$ cat src/rtl/tcc32_apb_timer.sv
// -----------------------------------------------------------------------------
// tcc32_apb_timer
//
// 32-bit timer/counter with capture and PWM behind a single APB slave port.
// The timer occupies a 4 KB window (offset = (paddr - BASE_ADDR)[11:0]).
//
// It counts either prescaled pclk ticks or rising edges of ext_clk. When
// CS=0, it can capture TIMER on ext_clk rising edges. It drives a registered
// PWM output and a registered level interrupt.
//
// Ports:
//   pclk, prst_n   APB clock and asynchronous active-low reset
//   psel, penable  APB handshake (zero wait states, pready tied high)
//   pwrite, paddr  APB direction and address
//   pwdata         APB write data
//   prdata         APB read data, combinational, 0 when psel is low
//   pready         always 1
//   pslverr        always 0
//   ext_clk        external clock / capture input, asynchronous to pclk
//   irq            level interrupt, |(RIS & IM) registered
//   gpio_pwm       registered PWM output
// -----------------------------------------------------------------------------
module tcc32_apb_timer #(
  parameter int                    APB_ADDR_W = 32,
  parameter int                    APB_DATA_W = 32,
  parameter logic [APB_ADDR_W-1:0] BASE_ADDR  = '0
) (
  input  logic                  pclk,
  input  logic                  prst_n,
  input  logic                  psel,
  input  logic                  penable,
  input  logic                  pwrite,
  input  logic [APB_ADDR_W-1:0] paddr,
  input  logic [APB_DATA_W-1:0] pwdata,
  output logic [APB_DATA_W-1:0] prdata,
  output logic                  pready,
  output logic                  pslverr,
  input  logic                  ext_clk,
  output logic                  irq,
  output logic                  gpio_pwm
);

  localparam logic [11:0] OFF_TIMER    = 12'h000;
  localparam logic [11:0] OFF_PERIOD   = 12'h004;
  localparam logic [11:0] OFF_PWMCMP   = 12'h008;
  localparam logic [11:0] OFF_PRESCALE = 12'h00C;
  localparam logic [11:0] OFF_CTRL     = 12'h010;
  localparam logic [11:0] OFF_CAPTURE  = 12'h014;
  localparam logic [11:0] OFF_IM       = 12'hF00;
  localparam logic [11:0] OFF_MIS      = 12'hF04;
  localparam logic [11:0] OFF_RIS      = 12'hF08;
  localparam logic [11:0] OFF_IC       = 12'hF0C;

  // Register state
  logic [31:0] timer;
  logic [31:0] period;
  logic [31:0] pwmcmp;
  logic [15:0] prescale;
  logic [15:0] presc_cnt;
  logic [31:0] capture;
  logic        te, pe, cs, os, ce;
  logic [2:0]  im;
  logic [2:0]  ris;

  // ext_clk synchronizer and edge detector
  logic [1:0]  sync_ff;
  logic        ext_prev;
  logic        ext_rise;

  // Decode
  logic [APB_ADDR_W-1:0] rel_addr;
  logic [11:0]           offset;
  logic                  unused_addr;
  logic                  wr;
  logic                  wr_ctrl;
  logic                  ts_req;
  logic                  te_kill;
  logic [2:0]            ic_clr;

  // Tick and next-state helpers
  logic        presc_hit;
  logic        tick;
  logic        wrap;
  logic [31:0] timer_next;
  logic [2:0]  ris_set;

  assign pready  = 1'b1;
  assign pslverr = 1'b0;

  assign rel_addr    = paddr - BASE_ADDR;
  assign offset      = rel_addr[11:0];
  assign unused_addr = &{1'b0, rel_addr[APB_ADDR_W-1:12]};

  assign wr      = psel & penable & pwrite;
  assign wr_ctrl = wr && (offset == OFF_CTRL);
  assign ts_req  = wr_ctrl & pwdata[1];
  // A CTRL write that clears TE swallows any tick landing in the same cycle.
  assign te_kill = wr_ctrl & ~pwdata[0];
  assign ic_clr  = (wr && (offset == OFF_IC)) ? pwdata[2:0] : 3'b000;

  assign ext_rise = sync_ff[1] & ~ext_prev;

  // Tick generation. ">=" lets the prescaler recover at once if PRESCALE is
  // lowered below the running count; otherwise it behaves as an equality.
  always_comb begin
    presc_hit  = (presc_cnt >= prescale);
    tick       = 1'b0;
    if (te && !te_kill && !ts_req) begin
      tick = cs ? ext_rise : presc_hit;
    end
    wrap       = (timer == period);
    timer_next = wrap ? 32'd0 : timer + 32'd1;
    ris_set    = {ce & ~cs & ext_rise,
                  tick & (timer_next == pwmcmp),
                  tick & wrap};
  end

  // Two-flop synchronizer plus one delayed copy for rising-edge detection.
  always_ff @(posedge pclk or negedge prst_n) begin
    if (!prst_n) begin
      sync_ff  <= 2'b00;
      ext_prev <= 1'b0;
    end else begin
      sync_ff  <= {sync_ff[0], ext_clk};
      ext_prev <= sync_ff[1];
    end
  end

  // Counter, prescaler, configuration registers, flags and outputs.
  always_ff @(posedge pclk or negedge prst_n) begin
    if (!prst_n) begin
      timer     <= 32'd0;
      period    <= 32'hFFFF_FFFF;
      pwmcmp    <= 32'd0;
      prescale  <= 16'd0;
      presc_cnt <= 16'd0;
      capture   <= 32'd0;
      te        <= 1'b0;
      pe        <= 1'b0;
      cs        <= 1'b0;
      os        <= 1'b0;
      ce        <= 1'b0;
      im        <= 3'b000;
      ris       <= 3'b000;
      irq       <= 1'b0;
      gpio_pwm  <= 1'b0;
    end else begin
      // Prescaler only runs in pclk mode while enabled; TS restarts it.
      if (ts_req) begin
        presc_cnt <= 16'd0;
      end else if (te && !cs && !te_kill) begin
        presc_cnt <= presc_hit ? 16'd0 : presc_cnt + 16'd1;
      end

      if (ts_req) begin
        timer <= 32'd0;
      end else if (tick) begin
        timer <= timer_next;
      end

      // An explicit CTRL write takes priority over the one-shot auto-stop.
      if (wr_ctrl) begin
        te <= pwdata[0];
        pe <= pwdata[2];
        cs <= pwdata[3];
        os <= pwdata[4];
        ce <= pwdata[5];
      end else if (tick && wrap && os) begin
        te <= 1'b0;
      end

      if (wr && (offset == OFF_PERIOD))   period   <= pwdata[31:0];
      if (wr && (offset == OFF_PWMCMP))   pwmcmp   <= pwdata[31:0];
      if (wr && (offset == OFF_PRESCALE)) prescale <= pwdata[15:0];
      if (wr && (offset == OFF_IM))       im       <= pwdata[2:0];

      if (ris_set[2]) begin
        capture <= timer;
      end

      // Hardware set beats a software clear of the same bit.
      ris      <= (ris & ~ic_clr) | ris_set;
      irq      <= |(ris & im);
      gpio_pwm <= pe & te & (timer < pwmcmp);
    end
  end

  // Combinational read mux; unmapped offsets and IC read as zero.
  always_comb begin
    prdata = '0;
    if (psel) begin
      case (offset)
        OFF_TIMER:    prdata = timer;
        OFF_PERIOD:   prdata = period;
        OFF_PWMCMP:   prdata = pwmcmp;
        OFF_PRESCALE: prdata = {16'd0, prescale};
        OFF_CTRL:     prdata = {26'd0, ce, os, cs, pe, 1'b0, te};
        OFF_CAPTURE:  prdata = capture;
        OFF_IM:       prdata = {29'd0, im};
        OFF_MIS:      prdata = {29'd0, ris & im};
        OFF_RIS:      prdata = {29'd0, ris};
        default:      prdata = '0;
      endcase
    end
  end

endmodule

$ cat config.mk
export PLATFORM = sky130hd
export DESIGN_NAME = tcc32_apb_timer
export DESIGN_NICKNAME = d
export VERILOG_FILES = /design/src/rtl/tcc32_apb_timer.sv
export SDC_FILE = /design/constraint.sdc
export NUM_CORES = 1
export LEC_CHECK = 0
export BUFFER_PORTS_ARGS = -buffer_cell sky130_fd_sc_hd__buf_2
export CAP_MARGIN = 20
export CORE_MARGIN = 3
export CORE_UTILIZATION = 65
export CTS_BUF_LIST = sky130_fd_sc_hd__clkbuf_2 sky130_fd_sc_hd__clkbuf_4 sky130_fd_sc_hd__clkbuf_8
export CTS_CLUSTER_DIAMETER = 80
export DETAILED_ROUTE_END_ITERATION = 10
export PLACE_DENSITY_LB_ADDON = 0.05
export SLEW_MARGIN = 20
export SYNTH_ARGS = -nofsm -noshare
export SYNTH_HDL_FRONTEND = slang
export SYNTH_SLANG_ARGS = --single-unit
$ cat constraint.sdc
create_clock -name pclk -period 8.8 [get_ports pclk]
set_clock_uncertainty 0.05 [all_clocks]
set_input_delay 1.76 -clock pclk [delete_from_list [all_inputs] [get_ports pclk]]
set_output_delay 1.76 -clock pclk [all_outputs]
set_load 0.02 [all_outputs]
==> results of run 1 <==
through the flow:
stage               instances   util  worst slack (ns)  hold WS [ns]
finish                   1451  0.719              2.38         0.319
global route             1451  0.719              2.22         0.329
CTS                      1451  0.719              2.46         0.321
detailed placement       1419  0.695              2.47         0.292
global placement         1419  0.695              2.53         0.297
floorplan                1182      -              3.45         0.281
logic make-up (layout without fill, tap and decap cells):
logic type      after synthesis  after routing  share of synthesized area
other cells                   2              2                   0.000678
compound gates              311            311                      0.184
fa+ha+maj                    49             49                     0.0554
xor+xnor                     80             80                     0.0645
mux                          81             81                     0.0815
buf+inv                     135            184                     0.0504
flops                       176            176                      0.401
simple gates                348            348                      0.163
worst max-delay path, stage by stage:
cell	delay [ns]
sky130_fd_sc_hd__buf_2	0.10
sky130_fd_sc_hd__nor4_1	0.57
sky130_fd_sc_hd__nand2_1	0.21
sky130_fd_sc_hd__nor2_2	0.70
sky130_fd_sc_hd__buf_4	0.40
sky130_fd_sc_hd__o41ai_2	0.09
sky130_fd_sc_hd__buf_4	0.29
sky130_fd_sc_hd__a21oi_1	0.25
sky130_fd_sc_hd__buf_2	0.21
final cells by class:
| type | instances | area share |
|---|---|---|
| multi-input combinational | 871 | 0.510 |
| sequential | 176 | 0.371 |
| timing repair buffer | 97 | 0.0440 |
| clock buffer | 22 | 0.0237 |
| tap | 220 | 0.0230 |
| inverter | 55 | 0.0172 |
| clock inverter | 10 | 0.0106 |
routing by layer:
| metal | track usage | share of wire | vias up |
|---|---|---|---|
| met2 | 0.555 | 0.48 | 406 |
| met4 | 0.124 | 0.028 | 0 |
| met1 | 0.463 | 0.41 | 4730 |
| met3 | 0.0607 | 0.075 | 57 |
| li1 | - | - | 4400 |
| met5 | 0 | 0 | - |
state kept, by name, indices dropped and copies added (netlist names), 2 cells and up:
register	count
capture	32
period	32
pwmcmp	32
timer	32
presc_cnt	16
prescale	16
im	3
ris	3
sync_ff	2
power breakdown:
part | total, mW | internal (mW) | switching (mW)
Combinational | 0.0425 | 0.0118 | 0.0307
Sequential | 0.812 | 0.811 | 0.00146
Clock | 0.588 | 0.281 | 0.307
Total | 1.44 | 1.10 | 0.339
cells in the mapped netlist, types with 4 or more instances:
library cell,instances,area (sq um)
sky130_fd_sc_hd__mux2_2,73,822
sky130_fd_sc_hd__a21o_1,29,218
sky130_fd_sc_hd__a221oi_1,6,52.6
sky130_fd_sc_hd__and4_1,8,70.1
sky130_fd_sc_hd__o31ai_1,16,120
sky130_fd_sc_hd__clkbuf_1,56,210
sky130_fd_sc_hd__nand2_1,111,417
sky130_fd_sc_hd__inv_1,55,206
sky130_fd_sc_hd__buf_2,11,55.1
sky130_fd_sc_hd__nand4_1,38,238
sky130_fd_sc_hd__o21ai_0,113,566
sky130_fd_sc_hd__xnor2_1,60,526
sky130_fd_sc_hd__or2_2,4,25.0
sky130_fd_sc_hd__a21oi_1,54,270
sky130_fd_sc_hd__or3_1,4,25.0
sky130_fd_sc_hd__buf_1,4,15.0
sky130_fd_sc_hd__nand2b_1,12,75.1
sky130_fd_sc_hd__dfrtp_1,144,3600
sky130_fd_sc_hd__a211oi_1,9,67.6
sky130_fd_sc_hd__nor2b_1,12,75.1
sky130_fd_sc_hd__dfstp_2,32,841
sky130_fd_sc_hd__nor3_1,19,95.1
sky130_fd_sc_hd__mux2i_1,8,80.1
sky130_fd_sc_hd__and3_1,11,68.8
sky130_fd_sc_hd__nor4_1,21,131
sky130_fd_sc_hd__a31oi_1,5,31.3
sky130_fd_sc_hd__a22oi_1,17,128
sky130_fd_sc_hd__ha_1,49,613
sky130_fd_sc_hd__nor2_1,52,195
sky130_fd_sc_hd__nand3_1,30,150
sky130_fd_sc_hd__xor2_1,19,166
sky130_fd_sc_hd__a222oi_1,28,280
sky130_fd_sc_hd__buf_4,8,60.1
how the worst max path moves through the flow:
| stage | from | to | slack [ns] | depth (start not counted) |
|---|---|---|---|---|
| after global routing | paddr[4] | prdata[7] | 2.22 | 9 |
| final | paddr[5] | prdata[7] | 2.38 | 9 |
| after detailed placement | paddr[5] | prdata[0] | 2.47 | 9 |
| after global placement | paddr[5] | prdata[6] | 2.53 | 9 |
| after CTS | paddr[5] | prdata[0] | 2.46 | 9 |
| after floorplan | paddr[9] | prdata[10] | 3.45 | 6 |
==> impl_metrics.ini, run 1 <==
[outcome]
status = finished, final reports clean

[worst_setup_path]
critical_path.reg2reg.startpoint = timer[29]
crit_required_ns = 6.99
critical_path.endpoint_type = output pin
worst_r2r_path_depth = 9
rr_endpoint = ris[1]
worstSetupPathType = primary input to output pin
timing.critical_path.from_type = primary input
worstPathMaxFanout = 32
critical_path_arrival_ns = 4.61
regToRegSetupSlack_ns = 4.44

[floorplanning]
chipWidth_um = 137
pin_count = 106
floorplan.die.height_um = 137
fp.coreArea_sq_um = 16600
placementRows = 47
design.die.area_sq_um = 18600
initial_core_util = 0.665

[detailed_routing]
drt_wl_total_um = 31000
drt-wirelength-per-cell_um = 21.4
antenna_violating_nets_post_route = 0
avgViaCountPerCell = 6.61
detail_route.first_pass.iterations = 6
number_of_drc_violations_after_detailed_routing_iteration_0 = 1294
route.detailed.drc = 0
num_vias = 9593

[layout]
ff_latch_area_sq_um = 4440
multiInputGateArea_sq_um = 6110
number_of_antenna_repair_diodes = 0
most-common-layout-cells = 144 x sky130_fd_sc_hd__dfrtp_1, 113 x sky130_fd_sc_hd__o21ai_0, 111 x sky130_fd_sc_hd__nand2_1, 82 x sky130_fd_sc_hd__buf_2, 73 x sky130_fd_sc_hd__mux2_2
layout.cells.most_common = sky130_fd_sc_hd__dfrtp_1
layout_overhead_on_the_synthesized_area_pct = 8.11
fin_nets = 1337
postLayoutCellArea_sq_um = 12000
layout.filler_cells = 1289
layout-drive-gt1-share = 0.210

[sta]
final.min_clock_period_ns = 6.42
final.period_utilization = 0.729
rsz0062_at_grt = false
hold_violations = 0
fin_tns_setup_ns = 0
slew_headroom = 0.274
worst_pin_slew_ns = 1.08
finalSetupViolations = 0
drv_slew = 0
achievable-frequency_mhz = 156

[placement]
dpl.hpwl_um = 22100
buffer_ports.inserted = 83
place_congestion = 0.928
detailed_place.area_sq_um = 11600

[clock_network]
clk_root_buffer_cell = sky130_fd_sc_hd__clkbuf_8
clock_path_buffers = 2
cts_made_buffers = 17
ctsHtreeMaxLevel = 4
cts.sinks = 176
postCtsResizedCells = 0
path_clk_slew_ns = 0.08
clock_insertion_delay_worst_skew_ns = 0.47
cts_tree = built
buffers_inserted_during_post_cts_setup_optimization = 0
post_cts_hold_buffer_count = 0

[worst_hold_path]
cell_depth_of_the_worst_min_delay_path = 0
hold_path_end = sync_ff[1]
worstHoldPathType = flip-flop to flip-flop
hold_path.startpoint = sync_ff[0]

[synthesis]
netlist_area_sq_um = 11100
synthesis.instances = 1182
ys_seq_area_frac = 0.401
syn-mean-instance-area_sq_um = 9.37
number_of_synthesized_register_bits = 176
synth_nets = 1301
synth-edff-count = 0
ys_types = 72
synth-main-ff-cell = sky130_fd_sc_hd__dfrtp_1
synth.yosys.warnings = 0
ys_async_sr_fraction = 1.00

[global_routing]
grt_remaining_overflow = 0
grt_pass1_wl_um = 49600
pin_count_of_the_biggest_net_entering_global_routing = 64
first_global_vias = 9391
initial_antenna_violation_count = 0
groute.usage.overall = 0.342

[power]
p_per_area_nw_per_um2 = 120
p_leak_nw = 5.44
design_power_total_mw = 1.44
vdd_ir_drop_max_mv = 0.0945

[flow_run]
maxCapViolCount = 0
Note: power is estimated with default switching activity, not from simulation.
==> run 2: changes to the inputs <==
--- a/config.mk
+++ b/config.mk
@@ -8,7 +8,7 @@
 export BUFFER_PORTS_ARGS = -buffer_cell sky130_fd_sc_hd__buf_2
 export CAP_MARGIN = 20
 export CORE_MARGIN = 3
-export CORE_UTILIZATION = 65
+export CORE_UTILIZATION = 56
 export CTS_BUF_LIST = sky130_fd_sc_hd__clkbuf_2 sky130_fd_sc_hd__clkbuf_4 sky130_fd_sc_hd__clkbuf_8
 export CTS_CLUSTER_DIAMETER = 80
 export DETAILED_ROUTE_END_ITERATION = 10
==> constraint.sdc (replaced) <==
create_clock -name pclk -period 5.3 [get_ports pclk]
set_clock_uncertainty 0.05 [all_clocks]
set_input_delay 1.06 -clock pclk [delete_from_list [all_inputs] [get_ports pclk]]
set_output_delay 1.06 -clock pclk [all_outputs]
set_load 0.02 [all_outputs]
==> run 2 against run 1 <==
Clock power grew 65%. Utilization shrank 8.7 points. Final area grew 0.82%. Sequential share of layout area shrank 0.30 points. Largest power group unchanged. Highest routed layer unchanged.
==> impl_metrics.ini, run 2 (synthesis gave the netlist of run 1 again) <==
[outcome]
status = finished, final reports clean

[worst_setup_path]
worst_path_largest_cell_delay_ns = 0.57
timing.critical_path.from = paddr[4]
critical_path.cell_chain = buf_2 > nor4_1 > nand2_1 > nor3_1 > o41ai_2 > buf_4 > a21oi_1 > buf_2
critical_path.reg2reg.startpoint = timer[0]
worstPathMaxFanout = 32
path_delay_family = simple AND/OR/NAND/NOR gates
slowest_cell_on_crit_path = sky130_fd_sc_hd__nor4_1
critical_path.endpoint_type = output pin
crit_required_ns = 4.19
critical_path_arrival_ns = 3.38
critical_path.n_buffers_inverters = 3
worstSetupPathType = primary input to output pin
cell_repeated_most_along_the_worst_path = sky130_fd_sc_hd__buf_2
timing.critical_path.from_type = primary input

[sta]
fin_tns_setup_ns = 0
hold_violations = 0
worst_pin_slew_ns = 1.02
slew_headroom = 0.323
hold_ws_ns = 0.310
setup_slack_ns = 0.809
final.min_clock_period_ns = 4.49
achievable-frequency_mhz = 223
finalSetupViolations = 0
drv_slew = 0
rsz0062_at_grt = false
final.period_utilization = 0.847

[global_routing]
groute.usage.overall = 0.301
grt_remaining_overflow = 0
grtUsageMet3 = 0.0549
first_global_vias = 9397
gr-usage-met1 = 0.419
grt_pass1_wl_um = 51600
use_met2 = 0.475
initial_antenna_violation_count = 0
pin_count_of_the_biggest_net_entering_global_routing = 108
grt-busiest-layer = met2

[layout]
postLayoutCellArea_sq_um = 12100
layout.filler_cells = 1652
most-common-layout-cells = 144 x sky130_fd_sc_hd__dfrtp_1, 113 x sky130_fd_sc_hd__o21ai_0, 111 x sky130_fd_sc_hd__nand2_1, 82 x sky130_fd_sc_hd__buf_2, 73 x sky130_fd_sc_hd__mux2_2
number_of_antenna_repair_diodes = 0
fin_nets = 1343
layout_overhead_on_the_synthesized_area_pct = 8.99
fin_util = 0.633
ff_latch_area_sq_um = 4440
layout.cells.most_common = sky130_fd_sc_hd__dfrtp_1
multiInputGateArea_sq_um = 6110
post_layout_instance_count_excluding_filler_cells = 1497
layout-drive-gt1-share = 0.214

[floorplanning]
placementRows = 50
initial_core_util = 0.580
floorplan.die.height_um = 147
chipWidth_um = 147
design.die.area_sq_um = 21500
pin_count = 106
fp.coreArea_sq_um = 19100

[detailed_routing]
detail_route.first_pass.iterations = 6
drt_wl_total_um = 31800
avgViaCountPerCell = 6.39
number_of_drc_violations_after_detailed_routing_iteration_0 = 979
antenna_violating_nets_post_route = 0
drt-wirelength-per-cell_um = 21.2
route.detailed.drc = 0
num_vias = 9573

[placement]
detailed_place.area_sq_um = 11700
numPlacedInstances = 1465
place_congestion = 0.933
buffer_ports.inserted = 83
place_worst_setup_slack_ns = 0.893
dpl.hpwl_um = 22500

[worst_hold_path]
hold_path.startpoint = sync_ff[0]
worstHoldPathType = flip-flop to flip-flop

[power]
vdd_ir_drop_max_mv = 0.141
p_per_area_nw_per_um2 = 198
design_power_total_mw = 2.39
p_leak_nw = 5.49

[clock_network]
cts_made_buffers = 17
clk_root_buffer_cell = sky130_fd_sc_hd__clkbuf_8
buffers_inserted_during_post_cts_setup_optimization = 0
post_cts_hold_buffer_count = 0
cts_tree = built
path_clk_slew_ns = 0.09
cts.sinks = 176
clock_path_buffers = 2
clock_insertion_delay_worst_skew_ns = 0.47
postCtsResizedCells = 0
ctsHtreeMaxLevel = 4

[flow_run]
maxCapViolCount = 0
run 2: cell count changes in the layout (fill, tap and decap cells not counted), moves of 2 or more:
cell	delta
sky130_fd_sc_hd__buf_4	+5
sky130_fd_sc_hd__clkbuf_4	+3
sky130_fd_sc_hd__clkinvlp_4	-2
sky130_fd_sc_hd__inv_6	-2
run 2: worst paths after layout:
check | to | slack [ns] | cells past startpoint
worst max-delay path | prdata[8] | 0.81 | 8
worst min-delay path | sync_ff[1] | 0.31 | 0
worst max register to register | ris[1] | 1.08 | 10
worst min register to register | sync_ff[1] | 0.31 | 0
max in group asynchronous | period[4] | 3.54 | 2
min in group asynchronous | capture[15] | 0.67 | 1
run 2: layout make-up:
cell class / count / share of cell area
clock buffers: 24 / 0.0243
well taps: 260 / 0.0270
flip-flops and latches: 176 / 0.368
multi-input cells: 871 / 0.506
inverters: 55 / 0.0171
clock inverters: 8 / 0.00892
repair buffers: 103 / 0.0484
run 2: report_power, final:
| part | internal, mW | leakage (nW) | switching, mW |
|---|---|---|---|
| combinational | 0.0202 | 3.19 | 0.0513 |
| clock | 0.466 | 0.206 | 0.502 |
| sequential | 1.35 | 2.08 | 0.00234 |
run 2: worst reg2reg max path: stages, from the launching register on:
cell	delay, ns
sky130_fd_sc_hd__dfrtp_1	0.65
sky130_fd_sc_hd__ha_1	0.39
sky130_fd_sc_hd__nand4_2	0.25
sky130_fd_sc_hd__or3_1	0.56
sky130_fd_sc_hd__nor3_2	0.21
sky130_fd_sc_hd__o21bai_1	0.10
sky130_fd_sc_hd__a221o_1	0.40
sky130_fd_sc_hd__nor4b_1	0.36
sky130_fd_sc_hd__nand4_1	0.25
sky130_fd_sc_hd__a2111oi_2	0.72
sky130_fd_sc_hd__a22o_1	0.22
run 2: metal layers:
metal / part of all wire / vias to the layer above
li1: - / 4428
met1: 0.44 / 4732
met2: 0.47 / 365
met3: 0.064 / 48
met4: 0.026 / 0
met5: 0 / -
